===== src/rtl/gray_pkg.sv =====
// gray_pkg: shared Gray-code helpers and skid-buffer state type
package gray_pkg;
    typedef enum logic [1:0] {
        ST_EMPTY = 2'b00,
        ST_ONE   = 2'b01,
        ST_FULL  = 2'b11
    } gray_skid_st_t;
    function automatic logic [63:0] bin2gray(input logic [63:0] b);
        return b ^ (b >> 1);
    endfunction
    function automatic logic [63:0] gray2bin(input logic [63:0] g);
        logic [63:0] b;
        b[63] = g[63];
        for (int i = 62; i >= 0; i--) b[i] = b[i+1] ^ g[i];
        return b;
    endfunction
endpackage


===== src/rtl/bin_to_gray_enc_if.sv =====
// bin_to_gray_enc_if: valid/ready word stream
interface bin_to_gray_enc_if #(parameter int W = 8);
    logic [W-1:0] data;
    logic         valid;
    logic         ready;
    modport master(output data, output valid, input ready);
    modport slave(input data, input valid, output ready);
endinterface


===== src/rtl/gray_skid_buf.sv =====
// gray_skid_buf: 2-entry valid/ready skid buffer; state bits double as valid and full flags
module gray_skid_buf import gray_pkg::*; #(
    parameter int W = 8
) (
    input  logic         i_clk,
    input  logic         i_rstn,
    input  logic [W-1:0] in_data,
    input  logic         in_valid,
    output logic         in_ready,
    output logic [W-1:0] out_data,
    output logic         out_valid,
    input  logic         out_ready
);
    gray_skid_st_t st, st_nx;
    logic [W-1:0] data_q, skid_q;
    logic in_x, out_x, load_out, load_skid;
    assign out_valid = st[0];
    assign in_ready  = !st[1];
    assign out_data  = data_q;
    assign in_x      = in_valid && in_ready;
    assign out_x     = out_valid && out_ready;
    always_comb begin
        st_nx     = st == ST_EMPTY ? (in_x ? ST_ONE : ST_EMPTY) :
                    st == ST_ONE   ? (in_x && !out_x ? ST_FULL : out_x && !in_x ? ST_EMPTY : ST_ONE) :
                                     (out_x ? ST_ONE : ST_FULL);
        load_out  = st == ST_FULL ? out_x : in_x && (st == ST_EMPTY || out_x);
        load_skid = st == ST_ONE && in_x && !out_x;
    end
    always_ff @(posedge i_clk or negedge i_rstn) begin
        if (!i_rstn) begin
            st     <= ST_EMPTY;
            data_q <= '0;
            skid_q <= '0;
        end else begin
            st <= st_nx;
            if (load_out) data_q <= st == ST_FULL ? skid_q : in_data;
            if (load_skid) skid_q <= in_data;
        end
    end
endmodule


===== src/rtl/bin_to_gray_enc.sv =====
// bin_to_gray_enc: streaming binary-to-Gray encoder with skid buffer; BIN_TO_GRAY_PARITY_EN adds o_par
module bin_to_gray_enc import gray_pkg::*; #(
    parameter int NBIT  = 8,
    parameter int CNT_W = 16
) (
    input  logic              i_clk,
    input  logic              i_rstn,
    bin_to_gray_enc_if.slave  bin,
    bin_to_gray_enc_if.master gray,
`ifdef BIN_TO_GRAY_PARITY_EN
    output logic              o_par,
`endif
    output logic [CNT_W-1:0]  o_cnt
);
    logic [NBIT-1:0] g;
    assign g = NBIT'(bin2gray(64'(bin.data)));
`ifdef BIN_TO_GRAY_PARITY_EN
    localparam int W = NBIT + 1;
    logic [W-1:0] d, q;
    assign d = {^g, g};
    assign {o_par, gray.data} = q;
`else
    localparam int W = NBIT;
    logic [W-1:0] d, q;
    assign d = g;
    assign gray.data = q;
`endif
    gray_skid_buf #(.W(W)) u_buf (
        .i_clk     (i_clk),
        .i_rstn    (i_rstn),
        .in_data   (d),
        .in_valid  (bin.valid),
        .in_ready  (bin.ready),
        .out_data  (q),
        .out_valid (gray.valid),
        .out_ready (gray.ready)
    );
    always_ff @(posedge i_clk or negedge i_rstn) begin
        if (!i_rstn) o_cnt <= '0;
        else if (gray.valid && gray.ready) o_cnt <= o_cnt + CNT_W'(1);
    end
endmodule


===== src/flat_wrapper.sv =====
// flat-port wrapper written by rule: the top's interface ports become plain ports
module bin_to_gray_enc_flat import gray_pkg::*;
#(
    parameter int NBIT  = 8,
    parameter int CNT_W = 16
)
  (i_clk, i_rstn, o_cnt, bin_data, bin_valid, bin_ready, gray_data, gray_valid, gray_ready);
  bin_to_gray_enc_if #(.W(8)) bin_i ();
  bin_to_gray_enc_if #(.W(8)) gray_i ();
  input  logic i_clk;
  input  logic i_rstn;
  output logic [CNT_W-1:0] o_cnt;
  input wire logic [$bits(bin_i.data)-1:0] bin_data;
  input wire logic [$bits(bin_i.valid)-1:0] bin_valid;
  output wire logic [$bits(bin_i.ready)-1:0] bin_ready;
  output wire logic [$bits(gray_i.data)-1:0] gray_data;
  output wire logic [$bits(gray_i.valid)-1:0] gray_valid;
  input wire logic [$bits(gray_i.ready)-1:0] gray_ready;
  assign bin_i.data = bin_data;
  assign bin_i.valid = bin_valid;
  assign bin_ready = bin_i.ready;
  assign gray_data = gray_i.data;
  assign gray_valid = gray_i.valid;
  assign gray_i.ready = gray_ready;
  bin_to_gray_enc #(.NBIT(NBIT), .CNT_W(CNT_W)) u_core (.i_clk(i_clk), .i_rstn(i_rstn), .bin(bin_i), .gray(gray_i), .o_cnt(o_cnt));
endmodule

===== config.mk =====
export PLATFORM = sky130hd
export DESIGN_NAME = bin_to_gray_enc_flat
export DESIGN_NICKNAME = d
export VERILOG_FILES = /design/src/rtl/gray_pkg.sv /design/src/rtl/bin_to_gray_enc_if.sv /design/src/rtl/gray_skid_buf.sv /design/src/rtl/bin_to_gray_enc.sv /design/src/flat_wrapper.sv
export SDC_FILE = /design/constraint.sdc
export NUM_CORES = 1
export LEC_CHECK = 0
export CELL_PAD_IN_SITES_DETAIL_PLACEMENT = 1
export CELL_PAD_IN_SITES_GLOBAL_PLACEMENT = 2
export CORE_MARGIN = 2
export CORE_UTILIZATION = 32
export DETAILED_ROUTE_END_ITERATION = 10
export PLACE_DENSITY = 0.89
export SETUP_SLACK_MARGIN = 0.02
export SYNTH_ARGS = -nofsm -noshare
export SYNTH_HDL_FRONTEND = slang
export SYNTH_SLANG_ARGS = --single-unit
export TNS_END_PERCENT = 30

===== constraint.sdc =====
create_clock -name i_clk -period 3.4 [get_ports i_clk]
set_input_delay 0.68 -clock i_clk [delete_from_list [all_inputs] [get_ports i_clk]]
set_output_delay 0.68 -clock i_clk [all_outputs]
set_load 0.03 [all_outputs]

# Word level (Yosys, flattened, before mapping)
# Index checks and enable logic that the tools add are counted.
# word_totals
reg_bits	34
inputBits	12
output_inout_bits	26
wordCells	28
# op_classes
addsub	1
n_eq_ne	2
muxes	8
bitwise	1
n_reduce_logical	12
# ops
cell	n
$add 16x1->16 const B	1
$mux 2	4
$mux 8	1
$xor 8x7->8	1
$logic_and 1x1->1	7
$logic_not 1->1	3
$mux 1	3
$eq 2x1->1 const B	1
$eq 2x2->1 const B	1
$logic_not 2->1	1
$logic_or 1x1->1	1

# Logic depth before layout (Yosys ltp)
# depth
ltp_word	8
depth_mapped	5
ltp_nobuf	5

# Modules after synthesis
# From an unflattened synthesis, not the netlist that was laid out.
# unflattened
cells_unflattened	119
hier_area_um2	1565.3
# modules_own_cells
mod	instances	cells_each	area_per_inst_um2	seq_area_each_um2
gray_skid_buf	1	53	812.0	450.4
bin_to_gray_enc	1	66	753.2	400.4

# Worst setup path before layout
# No wires, ideal clock.
# synth_timing
kind	input to register
from	input port gray_ready
to	register u_core.o_cnt[15]
t_arrival_ns	1.394
setup_slack_ns	1.874
cell_stages	4
path_buffers	0
cell_sequence	nand2_1 nor3_4 nand4_1 xnor2_1
# synth_via
elab_chain_len	1
# synth_lines
element	line	source
start, declared	flat_wrapper.sv:18	input wire logic [$bits(gray_i.ready)-1:0] gray_ready;
$logic_and 1x1->1	bin_to_gray_enc.sv:40	else if (gray.valid && gray.ready) o_cnt <= o_cnt + CNT_W'(1);
end signal, assigned	bin_to_gray_enc.sv:40	
end, declared	bin_to_gray_enc.sv:13	output logic [CNT_W-1:0] o_cnt
# No other way between the ends.
# A chain may end at the register's enable or synchronous reset.

# Worst setup path after layout
# layout_timing
from	register u_core.u_buf.st[1]
to	output port bin_ready
# layout_via
elab_chain_len	1
# layout_lines
element	line	source
start, declared	gray_skid_buf.sv:14	gray_skid_st_t st, st_nx;
start signal, assigned	gray_skid_buf.sv:35	st <= st_nx;
$logic_not 1->1	gray_skid_buf.sv:18	assign in_ready = !st[1];
end, declared	flat_wrapper.sv:15	output wire logic [$bits(bin_i.ready)-1:0] bin_ready;
# No other way between the ends.

==> results_dict.tcl <==
set metrics [dict create \
    max-vdd-ir-drop_mv 0.215 \
    synth_xor_xnor_area_share_pct 12.8 \
    post_cts_buffers 0 \
    synth_cell_types 25 \
    dieArea_um2 5250 \
    dr_total_vias 1129 \
    fp-row-count 24 \
    drv_slew 0 \
    ant_nets 0 \
    dp.final_hpwl_um 2570 \
    min_path_cells 1 \
    core_area_um2 4440 \
    avgViaCountPerCell 4.72 \
    synth_compound_area_share_pct 8.67 \
    syn_area_um2 1500 \
    sw_frac_of_total_pct 36.0 \
    rrSetupSlack_ps 1940 \
    ios 38 \
    grt_max_degree 35 \
    avgRoutedWirePerCell_um 13.7 \
    pre_cts_ws_ps 1190 \
    slowest_stage "clkdlybuf4s50_1" \
    fin_setup_tns_ps 0 \
    internal_power_mw 0.857 \
    use_met2_pct 25.3 \
    p_per_area_nw_per_um2 661 \
    cap_violations 0 \
    worst_slew_pin_slew_ps 607 \
    syn_avg_cell_area_um2 10.5 \
    start_util_pct 33.8 \
    critical_path_buf_inv_count 2 \
    clkPwrFrac_pct 22.4 \
    status "completed" \
    drt-initial-drc-count 22 \
    worst_slack_ps 1210 \
    synthAdderAreaFrac_pct 0.834 \
    die_x_um 72.5 \
    syn-instance-count 143 \
    cts_resized 0 \
    path_cells "inv_1, clkdlybuf4s50_1" \
    end_kind "output pin" \
    h-tree-depth 2 \
    wl_um 3290 \
    path_max_fanout 4 \
    post-route-min-period_ps 2190 \
    mostFrequentLayoutCells "clkdlybuf4s50_1 (37), dfrtp_1 (34), nand2_1 (25)" \
    synth-simple-area-share_pct 17.4 \
    grt_pass1_vias 1201 \
    final_common_cell "clkdlybuf4s50_1" \
    setup_viol 0 \
    ys_ff_latch 34 \
    finalNetCount 199 \
    grt_use_total_pct 14.4 \
    busiest_layer "met2" \
    post_dp_cell_area_um2 1930 \
    firstDrtPassIters 4 \
    hold_viol_final 0 \
    synth-seq-area-share_pct 56.7 \
    max-slew-margin-rel_pct 59.4 \
    rsz0062_at_grt "false" \
    worstReg2RegEnd "u_core.o_cnt[10]$_DFFE_PN0P_" \
    cp.required_ps 2720 \
    combPwrFrac_pct 34.7 \
    leakagePower_nw 0.859 \
    grt_pass1_wl_um 5690 \
    use_met3_pct 4.03 \
    cts_hold_buffers 0 \
    cts_tree "yes" \
    worst_ep_arrival_time_ps 1510 \
    diodes 0 \
    die_height_um 72.5 \
    timing.rr.start "u_core.o_cnt[0]$_DFFE_PN0P_" \
    synth.area.mux_share_pct 2.17 \
    cts_buffer_depth 2 \
    crit_type "reg -> out" \
    finalCritPeriodShare_pct 64.4 \
    synth_top_family_by_area "simple AND/OR/NAND/NOR gates" \
    ys_warn_count 0 \
    hold_path_class "reg -> reg" \
    reg2reg_depth 5 \
    clk_latency_ps 280 \
    fin_area_um2 2030 \
    slowest_delay_ps 690 \
    clk_pin_slew_ps 70 \
    cp_top_family "buffers and inverters" \
    numPortBuffers 37 \
    grt-ovfl-total 0 \
    area_growth_pct 35.0 \
    cp-start-kind "flop" \
    hold_path_end "u_core.o_cnt[15]$_DFFE_PN0P_" \
    cts.sinks 34 \
    antenna_found_initial 0 \
    cts_inserted_buffers 5 \
    drcViolationCount 0 \
    place_congestion 0.766 \
    fin_skew_ps 4.90 \
    drive_above_1_share_pct 8.56 \
    seqPwrFrac_pct 42.9 \
    syn_nets 156 \
    fmax_mhz 457 \
    cts-root-buf "clkbuf_8" \
    met1_usage_pct 16.0 \
    min_from "u_core.o_cnt[15]$_DFFE_PN0P_" \
    p_sw_mw 0.482 \
]
==> kinds of logic (layout without fill, tap and decap cells) <==
| family | count (synthesis) | after routing |
|---|---|---|
| compound gates | 24 | 24 |
| fa+ha+maj | 1 | 1 |
| xor+xnor | 22 | 22 |
| mux | 3 | 3 |
| buf+inv | 4 | 48 |
| simple gates | 55 | 55 |
| flops | 34 | 34 |
==> layout make-up <==
type,instances,area (µm²)
clock buffer,7,86.3
multi-input combinational,105,629
tap,52,65.1
fill,506,2420
sequential,34,851
timing repair buffer,39,385
clock inverter,1,5.00
inverter,1,3.75
==> worst max-delay path by stage <==
stage	slack (ps)	startpoint	endpoint	cells after the start
6_report	1210	u_core.u_buf.st[1]$_DFF_PN0_	bin_ready	2
5_1_grt	1120	u_core.u_buf.st[1]$_DFF_PN0_	bin_ready	2
4_1_cts	1200	u_core.u_buf.st[1]$_DFF_PN0_	bin_ready	2
3_5_place_dp	1190	gray_ready	u_core.o_cnt[15]$_DFFE_PN0P_	5
3_3_place_gp	1250	gray_ready	u_core.o_cnt[15]$_DFFE_PN0P_	5
2_1_floorplan	1870	gray_ready	u_core.o_cnt[15]$_DFFE_PN0P_	4
==> power by group through the flow <==
stage / Clock (mW) / Combinational (mW) / Sequential (mW)
final: 0.300 / 0.465 / 0.575
after global routing: 0.331 / 0.501 / 0.591
after detailed placement: 0 / 0.472 / 0.585
after global placement: 0 / 0.456 / 0.576
after floorplan: 0 / 0.147 / 0.696
after CTS: 0.312 / 0.474 / 0.577
==> metrics by stage <==
| step | power [mW] | instances | util, % | hold slack (ps) |
|---|---|---|---|---|
| finish | 1.34 | 239 | 45.6 | 477 |
| global route | 1.42 | 239 | 45.6 | 519 |
| CTS | 1.36 | 239 | 45.6 | 491 |
| detailed placement | 1.06 | 231 | 43.5 | 475 |
| global placement | 1.03 | 231 | 43.5 | 463 |
| floorplan | 0.843 | 143 | - | 384 |
==> per-layer routing <==
| layer | vias to the layer above | share of wire, % |
|---|---|---|
| met4 | 0 | 1.9 |
| li1 | 561 | - |
| met5 | - | 0 |
| met2 | 19 | 55 |
| met1 | 544 | 40 |
| met3 | 5 | 3.3 |
==> cell usage after synthesis <==
cell      count  area share, %
mux2_2        2            1.5
nand2_1      25            6.3
mux2i_1       1           0.67
inv_1         1           0.25
a21oi_1       7            2.3
clkbuf_1      1           0.25
o211ai_2      1           0.83
o21ai_0      15            5.0
and2_1        1           0.42
nor3_2        2            1.3
nor3_4        1            1.1
nand2b_1      2           0.83
ha_1          1           0.83
or2b_1        1           0.50
nor2_1       12            3.0
a21boi_0      1           0.50
buf_4         1           0.50
xor2_1        4            2.3
nand4_1       2           0.83
dfrtp_1      34             57
or2_2         1           0.42
and3_1        1           0.42
nand3_1       7            2.3
xnor2_1      18             11
buf_2         1           0.33
==> state kept, by name, indices dropped and copies added, names as in the netlist <==
signal                 count
u_core.u_buf.st            2
u_core.u_buf.out_data      8
u_core.u_buf.skid_q        8
u_core.o_cnt              16
==> worst reg2reg max path: stages (launching register included) <==
cell,delay (ps)
dfrtp_1,410
ha_1,180
nand3_1,170
nor3_2,260
and3_1,200
xor2_1,150
No activity file was read; power rests on OpenSTA's default activity.
